==> config.mk <==
export PLATFORM = sky130hd
export DESIGN_NAME = adder64_rr_sched
export DESIGN_NICKNAME = d
export VERILOG_FILES = /design/src/rtl/adder64_rr_sched.sv
export SDC_FILE = /design/constraint.sdc
export NUM_CORES = 1
export LEC_CHECK = 0
export CORE_AREA = 10 10 297 299
export CTS_CLUSTER_DIAMETER = 80
export CTS_CLUSTER_SIZE = 10
export DETAILED_ROUTE_END_ITERATION = 12
export DIE_AREA = 0 0 307 309
export GPL_TIMING_DRIVEN = 0
export PLACE_DENSITY = 0.3
export SYNTH_ARGS = -nofsm -noshare
export SYNTH_HDL_FRONTEND = slang
export SYNTH_SLANG_ARGS = --single-unit
==> constraint.sdc <==
create_clock -name clk -period 2.7 [get_ports clk]
set_clock_uncertainty 0.1 [all_clocks]
set_input_delay 0.54 -clock clk [delete_from_list [all_inputs] [get_ports clk]]
set_output_delay 0.54 -clock clk [all_outputs]
set_load 0.1 [all_outputs]
==> src/rtl/adder64_rr_sched.sv <==
// Round-robin arbiter sharing one external adder among NREQ requesters,
// with a single-entry registered response slot.
module adder64_rr_sched #(
  parameter  int unsigned NREQ  = 4,
  parameter  int unsigned WIDTH = 64,
  localparam int unsigned IDW   = $clog2(NREQ)
) (
  input  logic                  clk,
  input  logic                  rst,
  input  logic [NREQ-1:0]       req_valid,
  output logic [NREQ-1:0]       req_ready,
  input  logic [NREQ*WIDTH-1:0] req_op1,
  input  logic [NREQ*WIDTH-1:0] req_op2,
  input  logic [NREQ-1:0]       req_cin,
  output logic [WIDTH-1:0]      add_op1,
  output logic [WIDTH-1:0]      add_op2,
  output logic                  add_cin,
  input  logic [WIDTH-1:0]      add_result,
  input  logic                  add_cout,
  output logic                  rsp_valid,
  input  logic                  rsp_ready,
  output logic [IDW-1:0]        rsp_id,
  output logic [WIDTH-1:0]      rsp_result,
  output logic                  rsp_cout
);

  typedef enum logic {
    EMPTY = 1'b0,
    FULL  = 1'b1
  } slot_e;

  slot_e          state;
  logic [IDW-1:0] ptr;
  logic [IDW-1:0] cand;
  logic [IDW-1:0] grant_idx;
  logic [IDW-1:0] sel_idx;
  logic [IDW-1:0] next_ptr;
  logic           grant_any;
  logic           can_issue;
  logic           handshake;

  assign rsp_valid = (state == FULL);
  assign can_issue = (state == EMPTY) || rsp_ready;

  // First valid requester at or after ptr, wrapping modulo NREQ.
  always_comb begin : rr_search
    grant_any = 1'b0;
    grant_idx = ptr;
    cand      = '0;
    for (int unsigned k = 0; k < NREQ; k++) begin
      cand = IDW'((32'(ptr) + k) % NREQ);
      if (!grant_any && req_valid[cand]) begin
        grant_any = 1'b1;
        grant_idx = cand;
      end
    end
  end

  assign handshake = grant_any && can_issue && !rst;
  assign req_ready = handshake ? (NREQ'(1) << grant_idx) : '0;

  // Idle adder inputs follow ptr so they stay stable between grants.
  assign sel_idx  = (grant_any && can_issue) ? grant_idx : ptr;
  assign add_op1  = req_op1[sel_idx*WIDTH +: WIDTH];
  assign add_op2  = req_op2[sel_idx*WIDTH +: WIDTH];
  assign add_cin  = req_cin[sel_idx];
  assign next_ptr = (grant_idx == IDW'(NREQ - 1)) ? '0 : grant_idx + IDW'(1);

  // Response slot: capture on grant, drain on consumer accept, hold otherwise.
  always_ff @(posedge clk) begin
    if (rst) begin
      state      <= EMPTY;
      ptr        <= '0;
      rsp_id     <= '0;
      rsp_result <= '0;
      rsp_cout   <= 1'b0;
    end else if (handshake) begin
      state      <= FULL;
      ptr        <= next_ptr;
      rsp_id     <= grant_idx;
      rsp_result <= add_result;
      rsp_cout   <= add_cout;
    end else if (state == FULL && rsp_ready) begin
      state      <= EMPTY;
    end
  end

endmodule

==> out/qor.txt <==
Total of max-cap violations = 0
Final WS setup = -0.510 ns
Crit end category = primary output
Most frequent cells in the layout = clkdlybuf4s50_1 (649), mux2i_1 (180), nand2_1 (135)
CTS root buf = clkbuf_16
H-tree depth = 3
Ys Warns = 0
Crit Path Max Fanout = 10
Final Hold Viols = 0
Gpl congestion = 0.795
Seq/Total Area, Yosys = 20.1%
Antenna-violating nets left = 0
Num CTS Buffers = 9
Placed inst area = 16600 sq um
Initial Util = 8.53%
Clock sink count = 70
Port Buffer Count = 787
Async set or reset register ratio after synthesis = 0%
Starting DRT DRC Count = 375
Post-synth EDFFs = 0
Share of layout cells above drive strength 1 = 30.2%
Average wire per standard cell = 29.1 microns
Peak VDD IR = 0.290 mV
Top post-synthesis cells by area = mux2i_1 (56%), dfxtp_1 (20%), nand2_1 (7.3%)
GR Util All Layers = 15.0%
RSZ-0062 raised after global routing = true
Post-route design area = 20500 sq um
Yosys top cell area share = 55.5%
Slew margin rel. = 24.9%
Via count = 9630
HP Class = flop to flop
Post-route clock period utilization = 119%
Area leader, netlist = mux2i_1
Mapped cell area = 6980 sq um
Antenna violations before repair = 35
Failing checks = negative setup slack
IO Count = 789
Latest clock arrival within the worst-skew pair = 0.35 ns
Routed wire length = 78400 microns
Cell Rows = 105
DIE WIDTH = 307 microns
Post-Syn Instances = 763
Vias/cell = 3.57
Gr ovfl total = 0
Fin crit period = 3.21 ns
Clk buf depth = 2
Max Fclk = 0.312 GHz
Residual DRC = 0
Slew @ Worst Pin = 1.12 ns
Net count, final = 2209
Unique cell type count in the Yosys netlist = 27
Final HPWL DP = 66100 microns
Core ar. = 81800 sq um
CP Launch Type = flop
Setup violators final = 132
Area delta synth->final = 194%
Worst hold slack = 0.354 ns
Critical path class = flop to primary output
Seq cells post-synth = 70
Critical Path AT = 2.57 ns
Crit path largest cell delay = 0.34 ns
Number of global-route vias before repair = 10200
Drt first pass iters = 4
Static Leak = 7.95 nW
CP cell instances = nor2b_4 > or2_4 > a32oi_2 > buf_12 > buf_12 > buf_6 > mux2i_2 > mux2i_2 > buf_6
Top_reg_cell synth = dfxtp_1
First-pass GRT wire length = 97200 microns
Post-CTS Hold Buffers = 0
Slowest CP cell = dfxtp_4
Largest net degree at the start of global routing = 15
Chip Height = 309 microns
Total power = 14.9 mW
Leading cell type in the layout, fill and taps excluded = clkdlybuf4s50_1
Status = complete, but fails checks
Post-place setup slack = -2.38 ns
TNS Setup = -56.04 ns
Avg Cell Area, Syn = 9.15 sq um
CTS tree = done
Worst EP required = 2.06 ns
Slew Viols, Final = 0
Mapped Nets = 1355
Clk slew on worst S/H paths = 0.07 ns
Pwr per Cell Area = 724 nW/um^2
Full die area = 94900 sq um
-- registers in the layout, indices dropped and copies added, names as in the netlist --
register and flops:
rsp_valid 1, rsp_result 64, rsp_cout 1, rsp_id 2
ptr 2
-- metrics by stage --
| step | utilization (%) | instances |
|---|---|---|
| 2_1_floorplan | - | 763 |
| 3_3_place_gp | 20.3 | 2620 |
| 3_5_place_dp | 20.3 | 2620 |
| 4_1_cts | 23.2 | 2661 |
| 5_1_grt | 25.1 | 2692 |
| 6_report | 25.1 | 2696 |
-- where the power goes --
group	total (mW)	switching (mW)	leakage [nW]	internal, mW
clock	1.18	0.539	0.139	0.636
sequential	1.16	0.0451	0.582	1.11
combinational	12.5	7.53	7.22	5.00
total	14.9	8.11	7.95	6.75
-- worst max-delay path: cells and delay by family (launching register included) --
family / cells / cell delay, ns
AOI/OAI and AO/OA: 1 / 0.21
DFF: 1 / 0.34
muxes: 2 / 0.46
buffers and inverters: 4 / 0.79
and+or+nand+nor: 2 / 0.39
-- what timing repair did --
item                                    in CTS  in global routing
endpoints found under the setup margin     134                133
endpoints found under the hold margin        0                  0
setup buffers                               16                 17
pin swaps                                    4                  3
resized for setup                         1230                229
gates cloned                                 9                 18
-- cells by family after synthesis --
| group | after synthesis | synth area share [%] |
|---|---|---|
| adders and majority gates | 4 | 0.717 |
| muxes | 387 | 55.5 |
| buffers and inverters | 69 | 8.25 |
| AOI/OAI and AO/OA | 76 | 6.01 |
| DFF | 70 | 20.1 |
| and+or+nand+nor | 157 | 9.43 |
-- metal layers --
layer	vias to the layer above	global-route usage [%]	wire [microns]
met5	-	0	125
met4	20	0.964	708
met3	71	6.13	7270
met2	483	30.0	43400
met1	4577	14.8	26800
li1	4479	-	-
-- path summary, 6_finish.rpt --
path / from / to / slack, ns / depth (start not counted)
min reg2reg: rsp_result[48] / rsp_result[48] / 0.35 / 2
max reg2reg: rsp_valid / rsp_result[57] / 0.38 / 7
max: rsp_valid / add_op1[29] / -0.51 / 9
min: rsp_result[48] / rsp_result[48] / 0.35 / 2
-- synthesized netlist by cell type (2+ instances only) --
master      n
nor3b_1     4
nand2_1   135
clkbuf_1   15
inv_1       3
nor4_2      2
nor2_1      6
dfxtp_1    70
buf_6      38
mux2i_1   387
buf_2      12
o21ai_0     2
ha_1        4
nor2b_1     5
a21oi_1    67
-- area by class of cell --
cell class                 instances  area, sq um
tap                             1070         1340
buffer                            65         1030
antenna                            4         10.0
sequential                        70         1410
timing repair buffer             844         9550
multi-input combinational        624         6900
clock buffer                       9          225
inverter                           3         11.3
clock inverter                     7         56.3
fill                            8680        61300
No activity file was read; power rests on OpenSTA's default activity.
